### config.mk
export PLATFORM = sky130hd
export DESIGN_NAME = metronome_gen
export DESIGN_NICKNAME = d
export VERILOG_FILES = /design/src/rtl/metronome_pkg.sv /design/src/rtl/metronome_tempo.sv /design/src/rtl/metronome_gen.sv
export SDC_FILE = /design/constraint.sdc
export NUM_CORES = 1
export LEC_CHECK = 0
export CAP_MARGIN = 10
export CORE_MARGIN = 10
export CORE_UTILIZATION = 39
export DETAILED_ROUTE_END_ITERATION = 10
export PLACE_DENSITY_LB_ADDON = 0.2
export SLEW_MARGIN = 10
export SYNTH_ARGS = -nofsm -noshare
export SYNTH_HDL_FRONTEND = slang
export SYNTH_SLANG_ARGS = --single-unit
### constraint.sdc
create_clock -name clk -period 3.9 [get_ports clk]
set_input_delay 0.39 -clock clk [delete_from_list [all_inputs] [get_ports clk]]
set_output_delay 0.39 -clock clk [all_outputs]
set_load 0.02 [all_outputs]
### src/rtl/metronome_pkg.sv
// Shared types and compile-time helpers for the metronome.
//   state_e        : beat-sequencer FSM states
//   click_cycles() : clock cycles per audible click
//   half_period()  : clock cycles per half-period of a tone
//   beat_threshold(): phase-accumulator wrap value (one beat = 60 * CLK_HZ bpm-cycles)
package metronome_pkg;

   typedef enum logic [1:0] {
      StIdle,
      StWait,
      StClick
   } state_e;

   function automatic int unsigned click_cycles(input int unsigned clk_hz,
                                                input int unsigned click_ms);
      int unsigned cyc;
      cyc = (clk_hz / 1000) * click_ms;
      // A zero-length click would leave the FSM stuck in StClick.
      return (cyc == 32'd0) ? 32'd1 : cyc;
   endfunction

   function automatic int unsigned half_period(input int unsigned clk_hz,
                                               input int unsigned tone_hz);
      int unsigned hp;
      hp = clk_hz / (2 * tone_hz);
      return (hp == 32'd0) ? 32'd1 : hp;
   endfunction

   function automatic int unsigned beat_threshold(input int unsigned clk_hz);
      return clk_hz * 60;
   endfunction

endpackage

### src/rtl/metronome_tempo.sv
// Tempo register with one saturating step per cycle.
//   clk            : system clock
//   rst            : synchronous active-high reset, loads BPM_RST
//   bpm_dn1/bpm_up1/bpm_dn10/bpm_up10 : step pulses, in that priority order
//   bpm            : current tempo, always within [BPM_MIN, BPM_MAX]
module metronome_tempo #(
   parameter int unsigned BPM_MIN = 30,
   parameter int unsigned BPM_MAX = 250,
   parameter int unsigned BPM_RST = 60
) (
   input  logic       clk,
   input  logic       rst,
   input  logic       bpm_up1,
   input  logic       bpm_dn1,
   input  logic       bpm_up10,
   input  logic       bpm_dn10,
   output logic [7:0] bpm
);

   import metronome_pkg::*;

   logic [7:0] bpm_q, bpm_d;

   // Widened to 10 bits so the bound checks cannot wrap.
   function automatic logic [7:0] step_down(input logic [7:0] cur, input logic [7:0] step);
      if ({2'b00, cur} < ({2'b00, step} + 10'(BPM_MIN))) begin
         return 8'(BPM_MIN);
      end
      return cur - step;
   endfunction

   function automatic logic [7:0] step_up(input logic [7:0] cur, input logic [7:0] step);
      if (({2'b00, cur} + {2'b00, step}) > 10'(BPM_MAX)) begin
         return 8'(BPM_MAX);
      end
      return cur + step;
   endfunction

   always_comb begin
      bpm_d = bpm_q;
      if (bpm_dn1) begin
         bpm_d = step_down(bpm_q, 8'd1);
      end else if (bpm_up1) begin
         bpm_d = step_up(bpm_q, 8'd1);
      end else if (bpm_dn10) begin
         bpm_d = step_down(bpm_q, 8'd10);
      end else if (bpm_up10) begin
         bpm_d = step_up(bpm_q, 8'd10);
      end
   end

   always_ff @(posedge clk) begin
      if (rst) begin
         bpm_q <= 8'(BPM_RST);
      end else begin
         bpm_q <= bpm_d;
      end
   end

   assign bpm = bpm_q;

endmodule

### src/rtl/metronome_gen.sv
// Metronome: phase-accumulator beat timing, bar counter and square-wave click tone.
//   clk            : system clock, all state on rising edge
//   rst            : synchronous active-high reset
//   play           : 1 = run, 0 = pause
//   bpm_up1/bpm_dn1/bpm_up10/bpm_dn10 : single-cycle tempo steps
//   beats_per_bar  : bar length, 0 or 1 disables the accent
//   bpm            : current tempo
//   beat           : one-cycle strobe in the first cycle of each click
//   accent         : high for the whole click of a downbeat
//   beat_idx       : position of the current beat within the bar
//   bell           : square-wave tone, low outside clicks
module metronome_gen #(
   parameter int unsigned CLK_HZ    = 25_000_000,
   parameter int unsigned TONE_HZ   = 2500,
   parameter int unsigned ACCENT_HZ = 5000,
   parameter int unsigned CLICK_MS  = 40,
   parameter int unsigned BPM_MIN   = 30,
   parameter int unsigned BPM_MAX   = 250,
   parameter int unsigned BPM_RST   = 60
) (
   input  logic       clk,
   input  logic       rst,
   input  logic       play,
   input  logic       bpm_up1,
   input  logic       bpm_dn1,
   input  logic       bpm_up10,
   input  logic       bpm_dn10,
   input  logic [3:0] beats_per_bar,
   output logic [7:0] bpm,
   output logic       beat,
   output logic       accent,
   output logic [3:0] beat_idx,
   output logic       bell
);

   import metronome_pkg::*;

   localparam int unsigned ClickCyc   = click_cycles(CLK_HZ, CLICK_MS);
   localparam int unsigned ToneHalf   = half_period(CLK_HZ, TONE_HZ);
   localparam int unsigned AccentHalf = half_period(CLK_HZ, ACCENT_HZ);
   localparam logic [31:0] Thresh     = beat_threshold(CLK_HZ);
   localparam int unsigned ClickW     = $clog2(ClickCyc + 1);
   localparam int unsigned ToneMax    = (ToneHalf > AccentHalf) ? ToneHalf : AccentHalf;
   localparam int unsigned ToneW      = $clog2(ToneMax + 1);

   state_e            state_q, state_d;
   logic [31:0]       acc_q, acc_d;
   logic [ClickW-1:0] click_cnt_q, click_cnt_d;
   logic [ToneW-1:0]  tone_cnt_q, tone_cnt_d;
   logic              bell_q, bell_d;
   logic              beat_q, beat_d;
   logic [3:0]        beat_idx_q, beat_idx_d;
   logic              first_q, first_d;

   logic [7:0]        bpm_w;
   logic [32:0]       acc_sum;
   logic              overflow;
   logic              start_beat;
   logic              accent_w;
   logic [ToneW-1:0]  tone_last;
   logic [4:0]        idx_inc;
   logic [3:0]        idx_next;

   metronome_tempo #(
      .BPM_MIN (BPM_MIN),
      .BPM_MAX (BPM_MAX),
      .BPM_RST (BPM_RST)
   ) u_tempo (
      .clk      (clk),
      .rst      (rst),
      .bpm_up1  (bpm_up1),
      .bpm_dn1  (bpm_dn1),
      .bpm_up10 (bpm_up10),
      .bpm_dn10 (bpm_dn10),
      .bpm      (bpm_w)
   );

   // Uses the registered tempo, so a step lands on the following cycle's addition.
   assign acc_sum  = {1'b0, acc_q} + {25'd0, bpm_w};
   assign overflow = (acc_sum >= {1'b0, Thresh});

   assign accent_w  = (state_q == StClick) && (beat_idx_q == 4'd0) && (beats_per_bar >= 4'd2);
   assign tone_last = accent_w ? ToneW'(AccentHalf - 1) : ToneW'(ToneHalf - 1);

   // beats_per_bar of 0 or 1 always compares true, pinning the index at 0.
   assign idx_inc  = {1'b0, beat_idx_q} + 5'd1;
   assign idx_next = (idx_inc >= {1'b0, beats_per_bar}) ? 4'd0 : idx_inc[3:0];

   always_comb begin
      state_d     = state_q;
      acc_d       = acc_q;
      click_cnt_d = '0;
      tone_cnt_d  = '0;
      bell_d      = 1'b0;
      beat_d      = 1'b0;
      beat_idx_d  = beat_idx_q;
      first_d     = first_q;
      start_beat  = 1'b0;

      case (state_q)
         StIdle: begin
            if (play) begin
               state_d    = StClick;
               acc_d      = '0;
               start_beat = 1'b1;
            end
         end
         StWait, StClick: begin
            if (!play) begin
               // Pause: acc and beat_idx hold, tone and counters drop.
               state_d = StIdle;
            end else if (overflow) begin
               acc_d      = acc_sum[31:0] - Thresh;
               state_d    = StClick;
               start_beat = 1'b1;
            end else begin
               acc_d = acc_sum[31:0];
               if (state_q == StClick) begin
                  if (click_cnt_q == ClickW'(ClickCyc - 1)) begin
                     state_d = StWait;
                  end else begin
                     click_cnt_d = click_cnt_q + 1'b1;
                     if (tone_cnt_q >= tone_last) begin
                        bell_d = ~bell_q;
                     end else begin
                        tone_cnt_d = tone_cnt_q + 1'b1;
                        bell_d     = bell_q;
                     end
                  end
               end
            end
         end
         default: state_d = StIdle;
      endcase

      // Every beat starts a fresh click with the tone low and counters cleared.
      if (start_beat) begin
         beat_d = 1'b1;
         if (first_q) begin
            first_d = 1'b0;
         end else begin
            beat_idx_d = idx_next;
         end
      end
   end

   always_ff @(posedge clk) begin
      if (rst) begin
         state_q     <= StIdle;
         acc_q       <= '0;
         click_cnt_q <= '0;
         tone_cnt_q  <= '0;
         bell_q      <= 1'b0;
         beat_q      <= 1'b0;
         beat_idx_q  <= '0;
         first_q     <= 1'b1;
      end else begin
         state_q     <= state_d;
         acc_q       <= acc_d;
         click_cnt_q <= click_cnt_d;
         tone_cnt_q  <= tone_cnt_d;
         bell_q      <= bell_d;
         beat_q      <= beat_d;
         beat_idx_q  <= beat_idx_d;
         first_q     <= first_d;
      end
   end

   assign bpm      = bpm_w;
   assign beat     = beat_q;
   assign accent   = accent_w;
   assign beat_idx = beat_idx_q;
   assign bell     = bell_q;

endmodule

## After elaboration in Yosys (flattened, before gate mapping)

Index checks and enable logic that the tools add are counted.

- $add $sub $neg: 11
- Magnitude comparators: 8
- Equality and inequality tests: 7
- Muxes and demuxes: 43
- Bitwise operators: 5
- Reductions and logical operators: 12

Operators with widths:

| kind | count |
|---|---|
| two-way mux 32 bit | 3 |
| two-way mux 8 bit | 12 |
| case mux 32 bit (2 select lines) | 1 |
| adder 32 x 8 -> 33 bit | 1 |
| greater-or-equal comparator 33 x 31 -> 1 bit (second input constant) | 1 |
| subtractor 32 x 31 -> 32 bit (second input constant) | 1 |
| adder 20 x 1 -> 20 bit (second input constant) | 1 |
| equality test 20 bit (second input constant) | 1 |
| > comparator 10 x 8 -> 1 bit (second input constant) | 2 |
| two-way mux 1 bit | 18 |
| adder 13 x 1 -> 13 bit (second input constant) | 1 |
| greater-or-equal comparator 13 bit | 1 |
| two-way mux 13 bit | 1 |
| two-way mux 2 bit | 5 |
| adder 8 x 1 -> 9 bit (second input constant) | 1 |
| adder 8 x 4 -> 9 bit (second input constant) | 1 |
| adder 8 x 1 -> 8 bit (second input constant) | 1 |
| adder 8 x 4 -> 8 bit (second input constant) | 1 |
| less-than comparator 8 x 5 -> 1 bit (second input constant) | 1 |
| less-than comparator 8 x 6 -> 1 bit (second input constant) | 1 |
| inequality test 4 bit (second input constant) | 2 |
| subtractor 8 x 1 -> 8 bit (second input constant) | 1 |
| subtractor 8 x 4 -> 8 bit (second input constant) | 1 |
| OR reduction 7 bit | 1 |
| other kinds (19) | 26 |

- Register bits after elaboration: 82
- Bits of input ports: 11
- Output and inout bits: 15

## Depth between registers and ports, before layout

- Depth after elaboration: 12
- Depth in mapped cells: 16

## Hierarchy

From an unflattened synthesis, not the netlist that was laid out.

- Cells, all modules: 835
- Area, all modules: 6610.1 um^2

Modules (own cells, without submodules):

| module | instances | cells each | area each (um^2) | sequential area each (um^2) |
|---|---|---|---|---|
| metronome_gen | 1 | 670 | 5312.6 | 1481.4 |
| metronome_tempo | 1 | 165 | 1297.5 | 160.2 |

## Worst setup path before layout

OpenSTA, ideal clock, no wires.

- Path kind: reg-to-reg
- Start point: register u_tempo.bpm_q[0], in the netlist u_tempo.bpm[0]
- End point: register beat_idx_q[0], in the netlist beat_idx[0]
- Setup time: 0.121 ns
- Arrival time: 3.757 ns
- Required time: 3.779 ns
- Path slack: 0.022 ns
- Stages on the path, launching flop included: 15
- Buffers on the path: 0
- Clock period less this slack: 3.878 ns
- Cell sequence: dfxtp_1 -> ha_1 -> fa_1 -> a211oi_2 -> o211ai_4 -> nand2_2 -> xnor2_1 -> ha_1 -> nand3_1 -> nor4_4 -> o211a_4 -> or2_4 -> a21oi_2 -> nor4b_4 -> mux2_4

- Cells in the longest elaborated chain, start to end: 6

RTL lines:

| what | line | text |
|---|---|---|
| from (decl) | metronome_tempo.sv:22 | `logic [7:0] bpm_q, bpm_d;` |
| from (signal assigned) | metronome_tempo.sv:54 | `bpm_q <= 8'(BPM_RST);` |
| from (signal assigned) | metronome_tempo.sv:56 | `bpm_q <= bpm_d;` |
| adder 32 x 8 -> 33 bit | metronome_gen.sv:79 | `assign acc_sum = {1'b0, acc_q} + {25'd0, bpm_w};` |
| greater-or-equal comparator 33 x 31 -> 1 bit | metronome_gen.sv:80 | `assign overflow = (acc_sum >= {1'b0, Thresh});` |
| two-way mux 1 bit | metronome_gen.sv:112 | `end else if (overflow) begin` |
| two-way mux 1 bit | metronome_gen.sv:109 | `if (!play) begin` |
| case mux 1 bit (2 select lines) | metronome_gen.sv:100 | `case (state_q)` |
| AND reduction 2 bit (no source line) | n/a |  |
| to (signal assigned) | metronome_gen.sv:164 | `beat_idx_q <= beat_idx_d;` |
| to (decl) | metronome_gen.sv:52 | `logic [3:0] beat_idx_q, beat_idx_d;` |

Every way passes these cells.
A chain may end at the register's enable or synchronous reset.

## Final worst setup path

- Start point: register acc_q[0]
- End point: register acc_q[27]

- Cells in the longest elaborated chain, start to end: 5
- Elaborated cells between the ends (all ways): 6
- Classes of those cells: add/sub (2); order compare (1); mux (3)

RTL lines:

| what | line | text |
|---|---|---|
| from (decl) | metronome_gen.sv:47 | `logic [31:0] acc_q, acc_d;` |
| from (signal assigned) | metronome_gen.sv:150 | `acc_q <= '0;` |
| from (signal assigned) | metronome_gen.sv:159 | `acc_q <= acc_d;` |
| adder 32 x 8 -> 33 bit (*) | metronome_gen.sv:79 |  |
| subtractor 32 x 31 -> 32 bit / greater-or-equal comparator 33 x 31 -> 1 bit (equally long branches) | metronome_gen.sv:113, metronome_gen.sv:80 |  |
| two-way mux 32 bit (*) | metronome_gen.sv:112 |  |
| two-way mux 32 bit (*) | metronome_gen.sv:109 |  |
| case mux 32 bit (2 select lines) (*) | metronome_gen.sv:100 |  |

Every way passes the cells marked *; elsewhere a longest branch is shown, timed or not. The select of a mux whose other input is x is not followed.

==> flow_metrics.tcl <==
set metrics [dict create \
    run_status "finished clean" \
    worst_setup_hold_path_clk_slew_ns 0.06 \
    drc_viols 0 \
    drt_pre_antenna_iters 5 \
    path_max_fanout 9 \
    slew_violations 0 \
    totalNegativeSetupSlack_ns 0 \
    timing.critical_path.to_type "flip-flop" \
    timing_worst_slew_pin_value_ns 0.694 \
    leakage_uw 0.00303 \
    post_route_cells_drive_above_1_share 0.162 \
    tritoncts "yes" \
    synthMuxAreaShare 0.0306 \
    fin_worst_skew_ns 0.00457 \
    layoutNonFillerInstCount 1113 \
    period_utilisation_layout 0.966 \
    path_class "reg -> reg" \
    global_route_wire_length_before_repair_mm 29.1 \
    ctsRootBufferMaster "clkbuf_16" \
    clock_latency_ns 0.34 \
    fin_crit_ns 3.77 \
    synth_adder_area_share 0.0646 \
    grt_start_max_net_pins 31 \
    grt_antenna_before_repair 0 \
    cp.required_ns 4.18 \
    synth_edf_count 0 \
    dp_slack_ns 0.00847 \
    max-clock-path-buffers 2 \
    slowest_delay_ns 0.47 \
    crit_cells 15 \
    largest_family_of_logic_cells_by_synthesized_area "simple AND/OR/NAND/NOR gates" \
    fp.dieH_um 151 \
    power-per-cell-area_nw_per_um2 307 \
    crit_slowest_cell "or4_4" \
    ir_worst_vdd_v 0.000256 \
    die_area_um2 22800 \
    timing.critical_path.buf_inv 1 \
    post-route-cell-area_um2 7860 \
    hold_viol_final 0 \
    half_perimeter_wire_length_after_detailed_placement_mm 13.2 \
    tritoncts_buffers 9 \
    max_slew_margin 0.537 \
    synth_area_per_cell_um2 7.97 \
    synth_area_um2 6700 \
    wl_mm 17.7 \
    path_cells "ha_4 > fa_2 > a211oi_4 > o211a_4 > o21ai_1 > a2111oi_0 > buf_4 > o311ai_1 > a21o_1 > nand2_2 > nand2_4 > or2_4 > and3_1 > or4_4 > o211ai_2" \
    cp_top_family "compound AO/OA/AOI/OAI gates" \
    synth-main-ff-cell "dfxtp_1" \
    critical_path.startpoint_type "flip-flop" \
    synth-compound-area-share 0.243 \
    post_drt_via_cell_ratio 5.54 \
    grt_pass1_vias 5696 \
    synthesis.nets 886 \
    fp-row-count 47 \
    synth.yosys.warnings 0 \
    fin_nets 933 \
    yosys_register_bits 82 \
    fp.dieW_um 151 \
    postLayoutSetupSlackWorst_ns 0.133 \
    post_cts_hold_buffers 0 \
    synthDistinctLibCells 104 \
    setup_viol_count_final 0 \
    antenna_cells 0 \
    dp_cells 1094 \
    core_um2 16700 \
    synthArstFlopShare 0 \
    htree_num_levels 3 \
    post_dp_cell_area_um2 7420 \
    critPathArrivalTime_ns 4.04 \
    synthToLayoutAreaGrowth_pct 17.3 \
    rsz0062_at_grt "true" \
    fmax_mhz 265 \
    post_synth_and_or_nand_nor_area_fraction 0.274 \
    yosys.area_share.xor_xnor 0.0926 \
    ant_nets 0 \
    global_route_overflow 0 \
    holdCritPathClass "reg -> reg" \
    initial_core_util 0.401 \
    fillCellCount 1618 \
    placement.io_buffers 25 \
    detailedRoute.firstIterationViolations 545 \
    max-cap-violations 0 \
    reg2reg_depth 15 \
    globalRouteTotalUtil 0.156 \
    globalplace.congestion 0.998 \
    worstHoldPathCells 1 \
    clock-sinks 82 \
    synth_cells 841 \
    synth.yosys.seq_area_share 0.245 \
    boundary_pins 26 \
    routedWlPerCell_um 15.9 \
    num_vias 6169 \
]
-- logic make-up after synthesis --
group                      count (synthesis)
muxes                                     19
buffers and inverters                     80
and+or+nand+nor                          334
DFF                                       82
adders and majority gates                 34
AOI/OAI and AO/OA                        222
xor gates and xnor gates                  70
-- where the power goes --
| group | leakage [uW] | internal, uW | switching, uW |
|---|---|---|---|
| Combinational | 0.00222 | 261 | 368 |
| Sequential | 0.000664 | 866 | 26.2 |
| Clock | 0.000143 | 520 | 371 |
-- timing repair --
item	4_1_cts	5_1_grt
setup buffers	0	3
hold endpoints to repair	0	0
endpoints found under the setup margin	1	31
cloned	0	0
pin swaps	1	17
resized for setup	2	23
-- area by class of cell --
cell class | instances | area (um^2) | area share
Clock buffer | 10 | 239 | 0.0304
Timing Repair Buffer | 80 | 663 | 0.0844
Multi-Input combinational cell | 679 | 4830 | 0.615
Inverter | 36 | 135 | 0.0172
Tap cell | 220 | 275 | 0.0350
Sequential cell | 82 | 1640 | 0.209
Clock inverter | 6 | 72.6 | 0.00923
-- cell usage after synthesis (all sizes together), types with 11 or more instances --
library cell  instances  area [um^2]
nand3                39          200
dfxtp                82         1640
inv                  36          135
and3                 24          160
nor3                 22          154
a21o                 16          120
nand2                67          267
nand2b               15         93.8
xnor2                40          358
a31oi                15         93.8
xor2                 30          263
and2                 11         73.8
nor2                 90          362
nor4                 12         96.3
buf                  15         90.1
nand4                13          103
a21oi                36          195
clkbuf               29          110
ha                   33          413
mux2i                13          130
o21ai                50          254
-- metrics by stage --
step           power (uW)  hold slack (ns)  utilization
6_report             2410            0.456        0.471
5_1_grt              2540            0.495        0.471
4_1_cts              2430            0.464        0.463
3_5_place_dp         1520            0.448        0.444
3_3_place_gp         1520            0.442        0.444
2_1_floorplan        1340            0.426            -
-- routing by layer --
layer | GRT usage | part of all wire
met5 | 0 | 0
met4 | 0.0611 | 0.022
met3 | 0.0274 | 0.048
met2 | 0.237 | 0.44
met1 | 0.213 | 0.49
-- layout by cell type (no fill, tap or decap), drive strengths merged, types with 5 or more instances in the layout --
master,count
nor4,12
mux2,6
mux2i,13
nor2,90
o22ai,8
clkbuf,10
and4,5
inv,38
nand3,39
or2,7
nand2b,15
buf,55
o221ai,5
a21boi,6
dfxtp,82
o21ai,50
xnor2,40
a211o,7
nor2b,8
clkdlybuf4s50,25
o211ai,6
a211oi,9
a21o,16
or3,8
and3,24
nand2,67
a21oi,36
xor2,30
a22oi,9
a31oi,15
and2,11
nor3,22
nand4,13
ha,33
-- worst register-to-register path, delay by kind of cell, from the launching register on --
family,cells,cell delay (ns)
fa+ha+maj,2,0.57
flops,1,0.34
simple gates,5,1.19
buf+inv,1,0.19
compound gates,7,1.40
-- flip-flops by register name (all words and copies together), names as in the netlist --
signal       cells
acc_q           32
state_q          2
beat             1
first_q          1
tone_cnt_q      13
click_cnt_q     20
beat_idx         4
u_tempo.bpm      8
bell             1
-- worst paths after layout --
check | endpoint | startpoint | slack, ns
setup reg to reg | acc_q[27] | acc_q[0] | 0.13
hold reg to reg | click_cnt_q[0] | click_cnt_q[0] | 0.46
setup / recovery | acc_q[27] | acc_q[0] | 0.13
hold / removal | click_cnt_q[0] | click_cnt_q[0] | 0.46
Note: power is estimated with default switching activity, not from simulation.
